`src/rtl/frogger_player_ctrl.sv`:
```
// -----------------------------------------------------------------------------
// frogger_player_ctrl
//   Player controller for the Frogger game. It handles grid movement from
//   edge-detected switches, lives, death/respawn sequencing, goal-slot tracking
//   and a saturating score.
//
//   Ports
//     i_Clk, i_Reset     clock, synchronous active-high reset
//     i_Game_Active      0 = paused: state and outputs frozen
//     i_*_Mvt            debounced direction switches (level)
//     i_Collided         frog overlaps a hazard this cycle
//     i_Bitmap_Data      tile code under the frog
//     o_Frogger_X/Y      frog column/row (row 0 = goal row)
//     o_Score, o_Lives   HUD values
//     o_Goal_Mask        bit n = goal slot n occupied
//     o_Dying            high during the death freeze
//     o_Game_Over        high once all lives are spent
//     o_Level_Up         1-cycle pulse when the last free slot is filled
//
//   Configuration macro: FROG_REPEAT_EN
//     Defined:   a direction held for 16K cycles after its edge auto-repeats
//                every 8K cycles while still held.
//     Undefined: moves come from switch edges only.
// -----------------------------------------------------------------------------
module frogger_player_ctrl #(
    parameter int GRID_W     = 14,
    parameter int GRID_H     = 15,
    parameter int COORD_W    = 6,
    parameter int SCORE_W    = 7,
    parameter int LIVES      = 3,
    parameter int START_X    = 10,
    parameter int START_Y    = 14,
    parameter int GOAL_TILE  = 4,
    parameter int N_GOALS    = 5,
    parameter int GOAL_PITCH = 3,
    parameter int DEATH_CYC  = 2000
) (
    input  logic               i_Clk,
    input  logic               i_Reset,
    input  logic               i_Game_Active,
    input  logic               i_Up_Mvt,
    input  logic               i_Down_Mvt,
    input  logic               i_Left_Mvt,
    input  logic               i_Right_Mvt,
    input  logic               i_Collided,
    input  logic [3:0]         i_Bitmap_Data,
    output logic [COORD_W-1:0] o_Frogger_X,
    output logic [COORD_W-1:0] o_Frogger_Y,
    output logic [SCORE_W-1:0] o_Score,
    output logic [2:0]         o_Lives,
    output logic [N_GOALS-1:0] o_Goal_Mask,
    output logic               o_Dying,
    output logic               o_Game_Over,
    output logic               o_Level_Up
);

    localparam logic [1:0] ST_PLAY     = 2'd0;
    localparam logic [1:0] ST_DYING    = 2'd1;
    localparam logic [1:0] ST_GAMEOVER = 2'd2;

    // Counter only ever holds 0..DEATH_CYC-1.
    localparam int CNT_W = (DEATH_CYC > 1) ? $clog2(DEATH_CYC) : 1;

    localparam logic [COORD_W-1:0] MAX_X      = COORD_W'(GRID_W - 1);
    localparam logic [COORD_W-1:0] MAX_Y      = COORD_W'(GRID_H - 1);
    localparam logic [COORD_W-1:0] RESP_X     = COORD_W'(START_X);
    localparam logic [COORD_W-1:0] RESP_Y     = COORD_W'(START_Y);
    localparam logic [COORD_W-1:0] ONE_C      = COORD_W'(1);
    localparam logic [SCORE_W-1:0] SCORE_MAX  = '1;
    localparam logic [CNT_W-1:0]   DEATH_LOAD = CNT_W'(DEATH_CYC - 1);
    localparam logic [2:0]         LIVES_INIT = 3'(LIVES);

    logic [1:0]         state_q, state_d;
    logic [COORD_W-1:0] x_q, x_d, y_q, y_d;
    logic [SCORE_W-1:0] score_q, score_d;
    logic [2:0]         lives_q, lives_d;
    logic [N_GOALS-1:0] mask_q, mask_d;
    logic               level_up_q, level_up_d;
    logic [CNT_W-1:0]   cnt_q, cnt_d;
    logic [3:0]         sw_prev_q, sw_prev_d;

    // Switch vector ordered by priority: {up, down, left, right}.
    logic [3:0] sw, edges, move_req;
    assign sw    = {i_Up_Mvt, i_Down_Mvt, i_Left_Mvt, i_Right_Mvt};
    assign edges = sw & ~sw_prev_q;

`ifdef FROG_REPEAT_EN
    localparam int               REP_W      = 15;
    localparam logic [REP_W-1:0] REP_FIRST  = REP_W'(16 * 1024);
    localparam logic [REP_W-1:0] REP_RELOAD = REP_W'(8 * 1024);

    logic [REP_W-1:0] rep_cnt_q, rep_cnt_d;
    logic [3:0]       rep_dir_q, rep_dir_d, held_top;
    logic             rep_track, rep_fire;

    // Track the highest-priority held switch; any change of that switch
    // (new press, release, or a higher one pressed) restarts the hold timer.
    always_comb begin
        held_top = 4'b0000;
        if (sw[3])      held_top = 4'b1000;
        else if (sw[2]) held_top = 4'b0100;
        else if (sw[1]) held_top = 4'b0010;
        else if (sw[0]) held_top = 4'b0001;
        rep_track = i_Game_Active && (state_q == ST_PLAY) &&
                    (held_top != 4'b0000) && (held_top == rep_dir_q);
        rep_fire  = rep_track && (rep_cnt_q == REP_FIRST);
        rep_dir_d = held_top;
        if (!rep_track)    rep_cnt_d = '0;
        else if (rep_fire) rep_cnt_d = REP_RELOAD;
        else               rep_cnt_d = rep_cnt_q + REP_W'(1);
        move_req = edges | (rep_fire ? rep_dir_q : 4'b0000);
    end

    always_ff @(posedge i_Clk) begin
        if (i_Reset) begin
            rep_cnt_q <= '0;
            rep_dir_q <= 4'b0000;
        end else begin
            rep_cnt_q <= rep_cnt_d;
            rep_dir_q <= rep_dir_d;
        end
    end
`else
    assign move_req = edges;
`endif

    // Goal slot under the frog, one-hot; all zero when beyond the last slot.
    logic [COORD_W-1:0] slot;
    logic [N_GOALS-1:0] slot_hot, mask_next;
    logic               goal_ok;

    always_comb begin
        slot     = x_q / COORD_W'(GOAL_PITCH);
        slot_hot = '0;
        for (int n = 0; n < N_GOALS; n++) begin
            if (slot == COORD_W'(n)) slot_hot[n] = 1'b1;
        end
        mask_next = mask_q | slot_hot;
        goal_ok   = (i_Bitmap_Data == 4'(GOAL_TILE)) && (slot_hot != '0) &&
                    ((slot_hot & mask_q) == '0);
    end

    // Clamped single-step move, priority up > down > left > right.
    logic [COORD_W-1:0] mv_x, mv_y;

    always_comb begin
        mv_x = x_q;
        mv_y = y_q;
        if (move_req[3]) begin
            if (y_q != '0) mv_y = y_q - ONE_C;
        end else if (move_req[2]) begin
            if (y_q != MAX_Y) mv_y = y_q + ONE_C;
        end else if (move_req[1]) begin
            if (x_q != '0) mv_x = x_q - ONE_C;
        end else if (move_req[0]) begin
            if (x_q != MAX_X) mv_x = x_q + ONE_C;
        end
    end

    always_comb begin
        // NOTE: every signal gets a default before any branch so no path
        // leaves it unassigned, which would otherwise infer a latch.
        state_d    = state_q;
        x_d        = x_q;
        y_d        = y_q;
        score_d    = score_q;
        lives_d    = lives_q;
        mask_d     = mask_q;
        level_up_d = level_up_q;
        cnt_d      = cnt_q;
        // Switch history runs even while paused so no stale edge fires later.
        sw_prev_d  = sw;

        if (i_Game_Active) begin
            level_up_d = 1'b0;
            case (state_q)
                ST_PLAY: begin
                    // Collision beats both goal scoring and movement; a goal
                    // row arrival without a free lily pad is also fatal.
                    if (i_Collided || (y_q == '0 && !goal_ok)) begin
                        lives_d = (lives_q != 3'd0) ? lives_q - 3'd1 : 3'd0;
                        state_d = ST_DYING;
                        cnt_d   = DEATH_LOAD;
                    end else if (y_q == '0) begin
                        score_d = (score_q == SCORE_MAX) ? score_q
                                                         : score_q + SCORE_W'(1);
                        if (&mask_next) begin
                            mask_d     = '0;
                            level_up_d = 1'b1;
                        end else begin
                            mask_d = mask_next;
                        end
                        x_d = RESP_X;
                        y_d = RESP_Y;
                    end else begin
                        x_d = mv_x;
                        y_d = mv_y;
                    end
                end
                ST_DYING: begin
                    if (cnt_q == '0) begin
                        if (lives_q == 3'd0) begin
                            state_d = ST_GAMEOVER;
                        end else begin
                            state_d = ST_PLAY;
                            x_d     = RESP_X;
                            y_d     = RESP_Y;
                        end
                    end else begin
                        cnt_d = cnt_q - CNT_W'(1);
                    end
                end
                ST_GAMEOVER: ;
                default: state_d = ST_PLAY;
            endcase
        end
    end

    always_ff @(posedge i_Clk) begin
        // NOTE: non-blocking assignments make every flop sample the values
        // from before the edge, independent of statement order.
        if (i_Reset) begin
            state_q    <= ST_PLAY;
            x_q        <= RESP_X;
            y_q        <= RESP_Y;
            score_q    <= '0;
            lives_q    <= LIVES_INIT;
            mask_q     <= '0;
            level_up_q <= 1'b0;
            cnt_q      <= '0;
            sw_prev_q  <= 4'b0000;
        end else begin
            state_q    <= state_d;
            x_q        <= x_d;
            y_q        <= y_d;
            score_q    <= score_d;
            lives_q    <= lives_d;
            mask_q     <= mask_d;
            level_up_q <= level_up_d;
            cnt_q      <= cnt_d;
            sw_prev_q  <= sw_prev_d;
        end
    end

    assign o_Frogger_X = x_q;
    assign o_Frogger_Y = y_q;
    assign o_Score     = score_q;
    assign o_Lives     = lives_q;
    assign o_Goal_Mask = mask_q;
    assign o_Dying     = (state_q == ST_DYING);
    assign o_Game_Over = (state_q == ST_GAMEOVER);
    assign o_Level_Up  = level_up_q;

endmodule

```
`config.mk`:
```
export PLATFORM = sky130hd
export DESIGN_NAME = frogger_player_ctrl
export DESIGN_NICKNAME = d
export VERILOG_FILES = /design/src/rtl/frogger_player_ctrl.sv
export SDC_FILE = /design/constraint.sdc
export NUM_CORES = 1
export LEC_CHECK = 0
export ABC_CLOCK_PERIOD_IN_PS = 9100
export CAP_MARGIN = 20
export CORE_MARGIN = 10
export CORE_UTILIZATION = 58
export CTS_BUF_LIST = sky130_fd_sc_hd__clkbuf_8
export DETAILED_ROUTE_END_ITERATION = 7
export GPL_TIMING_DRIVEN = 0
export PLACE_DENSITY = 0.89
export SLEW_MARGIN = 20
export SYNTH_ARGS = -nofsm -noshare
export SYNTH_HDL_FRONTEND = slang
export SYNTH_SLANG_ARGS = --single-unit
```
`constraint.sdc`:
```
create_clock -name i_Clk -period 9.1 [get_ports i_Clk]
set_clock_uncertainty 0.2 [all_clocks]
set_input_delay 1.365 -clock i_Clk [delete_from_list [all_inputs] [get_ports i_Clk]]
set_output_delay 1.365 -clock i_Clk [all_outputs]
set_load 0.02 [all_outputs]
```
==> reports/results.txt <==
For the worst-skew pair, the clock arrives at the later sink with an insertion delay of 0.31 ns. After synthesis the netlist holds a flip-flop and latch count of 45. CTS built an H-tree with a depth of 2.

The growth of design area from synthesis to finish is 19.4%, and the global-route usage over all layers is 17.8%. Clock tree synthesis selected as its root buffer the cell clkbuf_8. For the final max-slew violation count, the log shows 0. The worst hold path depth was 2. The number of clock buffers added by TritonCTS is 5. No sink is reached through more buffers than the 2 on the longest clock path. The worst register-to-register path ends at o_Frogger_Y[4]$_SDFFE_PP0P_. The cell area power density works out to 134 mW/mm2. The unique cell type count in the Yosys netlist came out at 61. In the final layout, the share of cells above drive strength 1 is 7.99%. Before antenna repair, the detailed router went through 5 iterations. The tools report the number of max-capacitance violations reported as 0.

The most common flop cell mapped by yosys is dfxtp_1. The flow ran to the end, and the final reports show no timing, DRC or antenna violations. The floorplan step set the die height to 92 um. Synthesis handed over a netlist of 365 instances. dfxtp_1 is the most common cell in the netlist. The run gives 434 as the filler cell count in the final layout.

The tools report the first-pass GRT wire length as 12.9 mm. The worst path needs 3.85 ns of the cycle, external delays included. For the worst flop-to-flop path, the logic depth is 15. After the last flow step, the layout net total stands at 439. Setup violations remaining at the end of the flow were counted as 0. After detailed routing, the number of remaining DRC violations is 0. Number of vias in the routed layout: 2,871.

Setup repair after global routing left no endpoint under its margin. Clock-pin slew was measured on the worst setup and hold paths at 0.09 ns. For the largest voltage drop on the vdd net, the log shows 0.0824 mV. Setup slack at placement: 4.92 ns. The async set-or-reset flop fraction in the synthesized netlist works out to 0%.

The first routing iteration left 229 violations. For the routability-driven placement congestion ratio, the log shows 0.926. The total setup buffers inserted after CTS is 0, and the number of vias per cell after detailed routing is 5.94.

For the initial core utilization, the log shows 59.2%. In this run the cell area of the synthesized design comes to 0.00301 mm2. The startpoint identified for the worst hold timing path is o_Score[1]$_SDFFE_PP0P_. The setup path with the least slack is of type reg -> reg. Yosys printed 0 warnings.

By area the synthesized netlist is led by dfxtp_1, ha_1, xor2_1. The count of nets left with antenna violations once routing finished came out at 0. The number of hold-slack violations in the final timing report was 0. The largest stage delay on the critical path was 0.36 ns.

The pin count of the biggest net entering global routing is 17. The multi-input combinational cells in the finished layout cover a total of 0.00193 mm2. Counting instances in the post-synthesis netlist gives the leading cell types as dfxtp_1, nor2_1, a21oi_1.

The tools report the post-cts gate resize count as 0. The top cell type by total area after synthesis is dfxtp_1. The region available for standard cell placement spans 0.00507 mm2.

The leakage component of the power is 1.45 nW, and the maximum frequency from static timing analysis is 260 MHz. The critical path required time was 9.11 ns; the area enclosed by the die boundary was 0.00846 mm2. Summed over all layers, the routed wires come to 7.37 mm. For the remaining global-route overflow, the log shows 0. STA classifies the critical path startpoint as a flip-flop. The count of flip-flops with a built-in enable after synthesis is 0. Of all nets on the critical path, the largest fanout is 10. The path with the worst hold slack has its endpoint at o_Score[1]$_SDFFE_PP0P_.

After routing, the total negative slack on setup checks comes to 0 ns. The number of antenna violations at the first check in global routing is 0. Buffers placed on the I/O ports in this run total 40. Data on the critical path arrives at its endpoint at 3.86 ns. 42 I/O pins were placed. The number of hold buffers added after CTS was 0.

The run gives 0 as the antenna diode count. The final setup slack of the worst path was 5.25 ns. After detailed routing, the average wire length per cell comes to 15.3 um. TritonCTS built the clock tree.

After layout, the worst path uses 42.3% of the clock period. The number of nets produced by synthesis was 392. Measured along the x axis, the die boundary spans 92 um. The signal on the critical path passes through buf_2, nor2b_1, a211oi_1, a21oi_1, ha_1, buf_1, and3b_1, o21ai_0, a41o_1, and4_1, o31a_1, o21a_1, nand2b_4, buf_6, o41ai_2.

Summing all flip-flop and latch instances after layout gives 901 um2. Summed over all nets, the half-perimeter wirelength after detailed placement is 5.49 mm. Of the synthesized area, sequential elements account for 30.0%. The run gives 26 as the row count. The via count of the first global-routing pass was 2,804. The setup check on the worst reg-to-reg path leaves a slack of 5.25 ns.

The min-delay analysis places its worst path in the category reg -> reg. The run gives 49.5% as the worst max-slew margin expressed relative to the limit. The average instance area after synthesis is 8.24 um2.

The kind of end point of the critical path was a flip-flop. The tools report the worst flop-to-flop path startpoint as o_Frogger_X[3]$_SDFFE_PP1P_. Slew of the pin with the lowest slew margin: 0.755 ns. Summed over its instances, the top area cell type makes up 30.0% of the synthesized netlist area.

The number of sinks driven by the clock tree is 45. Among all stages on the critical path, the largest delay is contributed by dfxtp_1. Cells fill 70.7% of the core in the end. The start point of the critical path is o_Frogger_X[3]$_SDFFE_PP1P_.
## worst max-delay path by stage
| stage | to | slack [ns] | cells past startpoint |
|---|---|---|---|
| 2_1_floorplan | o_Frogger_Y[4]$_SDFFE_PP0P_ | 5.46 | 15 |
| 3_3_place_gp | o_Frogger_Y[5]$_SDFFE_PP0P_ | 5.04 | 10 |
| 3_5_place_dp | o_Frogger_Y[5]$_SDFFE_PP0P_ | 4.92 | 10 |
| 4_1_cts | o_Frogger_Y[5]$_SDFFE_PP0P_ | 5.23 | 10 |
| 5_1_grt | o_Score[2]$_SDFFE_PP0P_ | 4.82 | 15 |
| 6_report | o_Frogger_Y[4]$_SDFFE_PP0P_ | 5.25 | 15 |
## power breakdown
part           switching [mW]  total (mW)  leakage [nW]  internal [mW]
clock                  0.0763       0.132        0.0447         0.0555
combinational          0.0712       0.129          1.03         0.0580
sequential             0.0114       0.219         0.367          0.207
total                   0.159       0.480          1.45          0.321
## metrics by stage
stage / std cells / area [um2] / hold WS, ns / power (mW)
floorplan: 365 / 3010 / 0.262 / 0.316
detailed placement: 475 / 3490 / 0.290 / 0.351
finish: 483 / 3590 / 0.304 / 0.480
global route: 483 / 3590 / 0.327 / 0.508
CTS: 483 / 3590 / 0.304 / 0.479
global placement: 475 / 3490 / 0.276 / 0.346
## worst max-delay path: cells and delay by family, from the launching register on
family / cells / cell delay [ns]
compound gates: 7 / 1.53
simple gates: 4 / 0.86
buf+inv: 3 / 0.63
flops: 1 / 0.36
fa+ha+maj: 1 / 0.18
## layer usage
layer	GRT usage, %	vias up	part of all wire (%)	wire length, um
met1	22.0	1352	45	3320
met3	4.97	10	7.0	516
met2	29.4	100	47	3450
met5	0	-	0	0
met4	5.27	0	1.3	94
li1	-	1409	-	-
## registers in the layout (all words and copies together) (netlist names)
| signal | count |
|---|---|
| cnt_q | 11 |
| o_Score | 7 |
| o_Frogger_X | 6 |
| o_Frogger_Y | 6 |
| o_Goal_Mask | 5 |
| sw_prev_q | 4 |
| o_Lives | 3 |
| state_q | 2 |
| o_Level_Up | 1 |
## logic make-up after synthesis
group,after synthesis,share of synthesized area (%)
XOR/XNOR,23,6.70
buffers and inverters,40,5.99
multiplexers,7,2.33
AO/OA/AOI/OAI,93,22.0
adder cells (fa/ha/maj),15,6.74
flip-flops,45,30.0
AND/OR/NAND/NOR,142,26.3
## cells in the final DEF, fill, tap and decap left out, types with 3 or more instances in the layout
cell type / instances
a211o_1: 4
a211oi_1: 7
a21o_1: 6
a21oi_1: 24
a31oi_1: 6
a41o_1: 3
and2_1: 4
and3_1: 7
buf_1: 3
buf_2: 9
clkbuf_1: 6
clkbuf_8: 5
clkdlybuf4s50_1: 40
dfxtp_1: 45
ha_1: 13
inv_1: 19
mux2i_1: 7
nand2_1: 16
nand2b_1: 8
nand3_1: 11
nand3b_1: 3
nor2_1: 32
nor2b_1: 16
nor3_1: 11
nor3b_1: 5
nor4_1: 4
o2111ai_1: 4
o211ai_1: 6
o21a_1: 3
o21ai_0: 9
or2_2: 3
or3_1: 7
or4_1: 3
xnor2_1: 9
xor2_1: 14
## area by class of cell
type / count / area share [%]
well taps: 70 / 2.44
repair buffers: 40 / 11.2
flip-flops and latches: 45 / 25.1
clock inverters: 3 / 0.697
multi-input cells: 280 / 53.7
clock buffers: 5 / 1.92
plain buffers: 21 / 3.03
inverters: 19 / 1.99
No activity file was read; power rests on OpenSTA's default activity.
